`src/rtl/k423_pcu_pkg.sv`:
```
// Shared types and helpers for the k423 scoreboarded pipeline control unit.
// onehot_idx is sized for PCU_RIDX_W; the PCU's RIDX_W parameter must not exceed it.
package k423_pcu_pkg;

   localparam int PCU_RIDX_W  = 5;
   localparam int PCU_REG_NUM = 2 ** PCU_RIDX_W;
   localparam int PCU_CNT_W   = 3;
   localparam int PCU_PERF_W  = 32;

   typedef enum logic [0:0] {
      PCU_IDLE  = 1'b0,
      PCU_FLUSH = 1'b1
   } pcu_state_e;

   // Register index to one-hot mask; x0 is hardwired zero and never tracked.
   function automatic logic [PCU_REG_NUM-1:0] onehot_idx(input logic [PCU_RIDX_W-1:0] idx);
      logic [PCU_REG_NUM-1:0] mask;
      mask      = '0;
      mask[idx] = 1'b1;
      mask[0]   = 1'b0;
      return mask;
   endfunction

endpackage

```
`src/rtl/k423_pcu_scoreboard.sv`:
```
// Per-register pending table for variable-latency producers, with same-cycle
// issue visibility and same-cycle writeback release toward the ID stage.
module k423_pcu_scoreboard
   import k423_pcu_pkg::*;
#(
   parameter int RIDX_W = PCU_RIDX_W
) (
   input  logic              clk_i,
   input  logic              rst_n_i,
   input  logic              issue_vld_i,
   input  logic [RIDX_W-1:0] issue_idx_i,
   input  logic              done_vld_i,
   input  logic [RIDX_W-1:0] done_idx_i,
   input  logic              rs1_vld_i,
   input  logic [RIDX_W-1:0] rs1_idx_i,
   input  logic              rs2_vld_i,
   input  logic [RIDX_W-1:0] rs2_idx_i,
   output logic              haz_o,
   output logic              busy_o
);

   localparam int REG_NUM = 2 ** RIDX_W;

   logic [PCU_REG_NUM-1:0] issue_oh;
   logic [PCU_REG_NUM-1:0] done_oh;
   logic [REG_NUM-1:0]     issue_mask;
   logic [REG_NUM-1:0]     done_mask;
   logic [REG_NUM-1:0]     sb_q;
   logic [REG_NUM-1:0]     sb_d;
   logic [REG_NUM-1:0]     sb_eff;

   assign issue_oh   = onehot_idx(PCU_RIDX_W'(issue_idx_i));
   assign done_oh    = onehot_idx(PCU_RIDX_W'(done_idx_i));
   assign issue_mask = issue_vld_i ? issue_oh[REG_NUM-1:0] : '0;
   assign done_mask  = done_vld_i  ? done_oh[REG_NUM-1:0]  : '0;

   // Stored state lets a same-index issue win; the ID view lets writeback win (forwarded).
   assign sb_d   = (sb_q & ~done_mask) | issue_mask;
   assign sb_eff = (sb_q | issue_mask) & ~done_mask;

   assign haz_o = (rs1_vld_i & sb_eff[rs1_idx_i] & (rs1_idx_i != '0))
                | (rs2_vld_i & sb_eff[rs2_idx_i] & (rs2_idx_i != '0));

   assign busy_o = |sb_q;

   // NOTE: the table is a plain flop vector, not a RAM, so it is reset: a stale bit would stall ID forever.
   // NOTE: sequential state uses non-blocking assignments so every flop samples pre-edge values.
   always_ff @(posedge clk_i) begin
      if (!rst_n_i) begin
         sb_q <= '0;
      end else begin
         sb_q <= sb_d;
      end
   end

endmodule

```
`src/rtl/k423_pcu_sb.sv`:
```
// Scoreboarded pipeline control unit: hazard/full stall and programmable flush window.
// Define K423_PCU_PERF_EN to build the saturating stall-cycle and flush-event counters.
module k423_pcu_sb
   import k423_pcu_pkg::*;
#(
   parameter int RIDX_W    = PCU_RIDX_W,
   parameter int MAX_OUTST = 4,
   parameter int FLUSH_CYC = 1
) (
   input  logic                  clk_i,
   input  logic                  rst_n_i,
   input  logic                  id_dec_rs1_vld_i,
   input  logic [RIDX_W-1:0]     id_dec_rs1_idx_i,
   input  logic                  id_dec_rs2_vld_i,
   input  logic [RIDX_W-1:0]     id_dec_rs2_idx_i,
   input  logic                  id_dec_long_i,
   input  logic                  ex_issue_vld_i,
   input  logic                  ex_rd_vld_i,
   input  logic [RIDX_W-1:0]     ex_rd_idx_i,
   input  logic                  ex_rd_long_i,
   input  logic                  wb_done_vld_i,
   input  logic [RIDX_W-1:0]     wb_done_idx_i,
   input  logic                  wb_bju_br_tkn_i,
   output logic                  pcu_stall_o,
   output logic                  pcu_flush_o,
   output logic                  pcu_sb_busy_o,
   output logic [PCU_PERF_W-1:0] pcu_perf_stall_o,
   output logic [PCU_PERF_W-1:0] pcu_perf_flush_o
);

   localparam int                   OUT_W      = 4;
   localparam logic [OUT_W:0]       OUT_MAX    = (OUT_W + 1)'(MAX_OUTST);
   localparam logic [PCU_CNT_W-1:0] CNT_RELOAD = PCU_CNT_W'(FLUSH_CYC - 1);
   localparam bit                   MULTI_CYC  = (FLUSH_CYC > 1);

   pcu_state_e           state_q, state_d;
   logic [PCU_CNT_W-1:0] cnt_q, cnt_d;
   logic [OUT_W-1:0]     outst_q, outst_d;
   logic [OUT_W:0]       outst_nxt;
   logic                 flush;
   logic                 long_issue;
   logic                 sb_issue;
   logic                 haz;
   logic                 full;
   logic                 stall;

   assign flush      = wb_bju_br_tkn_i | (state_q == PCU_FLUSH);
   assign long_issue = ex_issue_vld_i & ex_rd_long_i & ~flush;
   assign sb_issue   = long_issue & ex_rd_vld_i;

   // Same-cycle occupancy: what the slots hold once this cycle's issue and writeback land.
   assign outst_nxt = {1'b0, outst_q} + {{OUT_W{1'b0}}, long_issue} - {{OUT_W{1'b0}}, wb_done_vld_i};
   assign outst_d   = outst_nxt[OUT_W-1:0];
   assign full      = id_dec_long_i & (outst_nxt >= OUT_MAX);
   assign stall     = (haz | full) & ~flush;

   k423_pcu_scoreboard #(
      .RIDX_W (RIDX_W)
   ) u_scoreboard (
      .clk_i       (clk_i),
      .rst_n_i     (rst_n_i),
      .issue_vld_i (sb_issue),
      .issue_idx_i (ex_rd_idx_i),
      .done_vld_i  (wb_done_vld_i),
      .done_idx_i  (wb_done_idx_i),
      .rs1_vld_i   (id_dec_rs1_vld_i),
      .rs1_idx_i   (id_dec_rs1_idx_i),
      .rs2_vld_i   (id_dec_rs2_vld_i),
      .rs2_idx_i   (id_dec_rs2_idx_i),
      .haz_o       (haz),
      .busy_o      (pcu_sb_busy_o)
   );

   // NOTE: every always_comb target gets a default first, so no path leaves a latch behind.
   always_comb begin
      state_d = state_q;
      cnt_d   = cnt_q;
      case (state_q)
         PCU_IDLE: begin
            if (wb_bju_br_tkn_i && MULTI_CYC) begin
               state_d = PCU_FLUSH;
               cnt_d   = CNT_RELOAD;
            end
         end
         PCU_FLUSH: begin
            if (wb_bju_br_tkn_i) begin
               cnt_d = CNT_RELOAD;
            end else if (cnt_q == PCU_CNT_W'(1)) begin
               state_d = PCU_IDLE;
               cnt_d   = '0;
            end else begin
               cnt_d = cnt_q - PCU_CNT_W'(1);
            end
         end
         default: begin
            state_d = PCU_IDLE;
            cnt_d   = '0;
         end
      endcase
   end

   always_ff @(posedge clk_i) begin
      if (!rst_n_i) begin
         state_q <= PCU_IDLE;
         cnt_q   <= '0;
         outst_q <= '0;
      end else begin
         state_q <= state_d;
         cnt_q   <= cnt_d;
         outst_q <= outst_d;
      end
   end

   assign pcu_stall_o = stall;
   assign pcu_flush_o = flush;

`ifdef K423_PCU_PERF_EN
   logic [PCU_PERF_W-1:0] perf_stall_q;
   logic [PCU_PERF_W-1:0] perf_flush_q;

   // Every taken branch is a new flush event: an IDLE entry or a FLUSH-window reload.
   always_ff @(posedge clk_i) begin
      if (!rst_n_i) begin
         perf_stall_q <= '0;
         perf_flush_q <= '0;
      end else begin
         if (stall && (perf_stall_q != '1)) perf_stall_q <= perf_stall_q + 1'b1;
         if (wb_bju_br_tkn_i && (perf_flush_q != '1)) perf_flush_q <= perf_flush_q + 1'b1;
      end
   end

   assign pcu_perf_stall_o = perf_stall_q;
   assign pcu_perf_flush_o = perf_flush_q;
`else
   assign pcu_perf_stall_o = '0;
   assign pcu_perf_flush_o = '0;
`endif

   a_outst_underflow: assert property (@(posedge clk_i) disable iff (!rst_n_i)
      !(wb_done_vld_i && !long_issue && (outst_q == '0)));

   a_outst_overflow: assert property (@(posedge clk_i) disable iff (!rst_n_i)
      !(long_issue && !wb_done_vld_i && (outst_q >= OUT_W'(MAX_OUTST))));

endmodule

```
`config.mk`:
```
export PLATFORM = sky130hd
export DESIGN_NAME = k423_pcu_sb
export DESIGN_NICKNAME = d
export VERILOG_FILES = /design/src/rtl/k423_pcu_pkg.sv /design/src/rtl/k423_pcu_scoreboard.sv /design/src/rtl/k423_pcu_sb.sv
export SDC_FILE = /design/constraint.sdc
export NUM_CORES = 1
export LEC_CHECK = 0
export CORE_MARGIN = 4
export CORE_UTILIZATION = 38
export DETAILED_ROUTE_END_ITERATION = 12
export PLACE_DENSITY = 0.65
export SLEW_MARGIN = 5
export SYNTH_ARGS = -nofsm -noshare
export SYNTH_HDL_FRONTEND = slang
export SYNTH_SLANG_ARGS = --single-unit
```
`constraint.sdc`:
```
create_clock -name clk_i -period 4.7 [get_ports clk_i]
set_clock_uncertainty 0.2 [all_clocks]
set_input_delay 0.705 -clock clk_i [delete_from_list [all_inputs] [get_ports clk_i]]
set_output_delay 0.705 -clock clk_i [all_outputs]
set_load 0.02 [all_outputs]
```
==> impl_metrics.toml <==
[finish]
drive_above_1_share_pct = 8.604
final_area_um2 = 4061
antennaDiodeCount = 0
nNetsFinal = 560
area_growth_pct = 13.06
finish.utilization_pct = 43.95

[global_routing]
grt_overflow = 0
grt_max_degree = 40
antenna_found_initial = 0
grt_pass1_wl_um = 16130
grt_pass1_vias = 3108
track_usage_pct = 17.87

[sta]
fin_crit_ns = 4.447
drv_slew = 0
post-route-period-util_pct = 94.62
rsz0062_at_grt = "no"
finalHoldViolations = 0
tightest_slew_ns = 1.172
setup_viol = 0
max_freq_mhz = 224.9
maxSlewHeadroom_pct = 21.63

[yosys]
synthDistinctLibCells = 66
yosys_warnings = 0
synth_enable_flop_cells = 0
syn_inst = 479
async_flop_share_pct = 0
synth.avg_cell_area_um2 = 7.499
netlist_area_um2 = 3592
synthFlopType = "dfxtp_1"
ys_ff_latch = 39
seq_area_frac_synth_pct = 21.73

[cts]
path_clk_slew_ns = 0.08
cts_tree = "yes"
cts_post_setup_buffers_inserted = 0
cts_root_buffer = "clkbuf_8"
cts_hold_buf = 0
cts_inserted_buffers = 5
htreeDepth = 2
clock-sinks = 39
insertion_delay_ns = 0.29
cts_buffer_depth = 2

[critical_path]
slowest_delay_ns = 0.41
cp-start-kind = "input pin"
worstPathCellList = "clkdlybuf4s50_1 > and4bb_4 > inv_2 > ha_1 > inv_1 > ha_1 > fa_1 > nor3_1 > a31oi_1 > o41a_1 > a21oi_1 > o311a_1 > o22ai_2 > clkbuf_2"
worstSetupStartpoint = "wb_bju_br_tkn_i"
end_kind = "output port"
crit_arrival_ns = 3.54
slowest_stage = "clkdlybuf4s50_1"
required_ns = 3.80
r2r_start = "state_q"
path_common_cell = "ha_1"
worstPathMaxFanout = 2
crit_type = "input pin to output port"

[floorplanning]
dieArea_um2 = 11070
initial_core_util_pct = 38.88
fp.dieH_um = 105.2
io-pin-count = 97
rows = 35
die_w_um = 105.2
core_um2 = 9240

[placement]
finalWeightedCongestion = 0.9815
numPortBuffers = 32
placed_cell_area_um2 = 3949
dp_hpwl_um = 8160

[run]
maxCapViolations = 0

[drt]
wl_per_cell_um = 15.71
via_per_inst = 5.423
route.detailed.drc = 0
dr.first_iter.drc_count = 405
dr.pass1.iters = 6
vias = 3536
drt_wl_total_um = 10250
ant_nets = 0

[min_path]
holdCritPathClass = "flop to flop"
holdCritStartpoint = "u_scoreboard.sb_q[8]"

[power_and_ir_drop]
cellPowerDensity_nw_per_um2 = 230.7
leakagePower_nw = 1.524
total_power_mw = 0.9368
peakVddDrop_v = 0.0001083

[run_status]
outcome = "completed"
sequential cells by signal, summed over array words and instances, names as in the netlist:
| name | cells |
|---|---|
| cnt_q | 3 |
| outst_q | 4 |
| u_scoreboard.sb_q | 31 |
| state_q | 1 |
power by group:
group	leakage, nW	switching [mW]	internal (mW)
Sequential	0.315	0.00702	0.342
Combinational	1.15	0.177	0.114
Clock	0.0612	0.125	0.172
Total	1.52	0.310	0.627
metal layers:
metal / share of wire (%) / vias up / global-route usage (%)
li1: - / 1695 / -
met1: 45 / 1656 / 24.96
met2: 45 / 165 / 28.19
met3: 8.5 / 20 / 3.735
met4: 1.4 / 0 / 4.124
met5: 0 / - / 0
logic make-up (layout without fill, tap and decap cells):
logic type	Yosys count	after routing	share of synthesized area [%]
adder cells (fa/ha/maj)	8	8	2.995
flip-flops	39	39	21.73
AO/OA/AOI/OAI	118	118	21.91
AND/OR/NAND/NOR	199	199	31.70
other	1	64	0.1044
buffers and inverters	102	83	17.59
multiplexers	10	10	3.483
XOR/XNOR	2	2	0.4877
final cells by class:
type,count,area (um^2)
Fill cell,934,5179
Inverter,14,52.55
Sequential cell,39,780.7
Tap cell,129,161.4
Clock inverter,2,35.03
Timing Repair Buffer,61,533.0
Multi-Input combinational cell,401,2416
Clock buffer,6,82.58
worst paths after layout:
path	end	slack [ns]	cells after the start
max	pcu_stall_o	0.25	14
min	u_scoreboard.sb_q[8]	0.32	2
max reg2reg	outst_q[2]	2.28	9
min reg2reg	u_scoreboard.sb_q[8]	0.32	2
synth_stat cells, drive strengths merged, types with 5 or more instances:
master	count	share of area, %
a21boi	5	1.0
a21oi	31	4.3
a22oi	11	2.3
a31oi	10	1.7
and2	13	2.3
and3	6	1.0
buf	66	14
clkbuf	22	2.3
dfxtp	39	22
ha	7	2.4
inv	14	1.5
mux2i	8	2.2
nand2	41	4.3
nand2b	6	1.0
nand3	6	0.84
nand4	7	1.2
nor2	21	2.2
nor2b	34	5.9
nor3	17	2.4
nor4	20	3.7
o211ai	8	1.7
o21a	9	1.9
o21ai	19	2.6
timing repair:
item | in CTS | in global routing
pin swaps | 0 | 0
endpoints found under the setup margin | 1 | 1
resized for setup | 1 | 2
metrics by stage:
step	hold WS (ns)	setup slack, ns	cells	TNS, ns
floorplan	0.2613	0.6609	542	0
global placement	0.2871	-0.1387	644	-0.1387
detailed placement	0.3006	-0.1211	644	-0.1211
CTS	0.3125	0.06287	652	0
global route	0.3516	0.09373	652	0
finish	0.3180	0.2530	652	0
worst max-delay path, delay by kind of cell:
family	cells	cell delay [ns]
adder cells (fa/ha/maj)	3	0.85
AO/OA/AOI/OAI	5	0.78
buffers and inverters	4	0.66
AND/OR/NAND/NOR	2	0.53
cells in the final DEF, fill, tap and decap left out, types with 7 or more instances in the layout:
| master | n |
|---|---|
| conb_1 | 64 |
| nand2_1 | 41 |
| dfxtp_1 | 39 |
| nor2b_1 | 34 |
| a21oi_1 | 31 |
| clkdlybuf4s50_1 | 31 |
| buf_4 | 29 |
| nor2_1 | 21 |
| nor4_1 | 19 |
| nor3_1 | 17 |
| inv_1 | 13 |
| and2_1 | 13 |
| a22oi_1 | 11 |
| o21ai_1 | 10 |
| a31oi_1 | 10 |
| o21a_1 | 9 |
| o21ai_0 | 9 |
| o211ai_1 | 8 |
| mux2i_1 | 8 |
| nand4_1 | 7 |
| ha_1 | 7 |
Note: power is estimated with default switching activity, not from simulation.
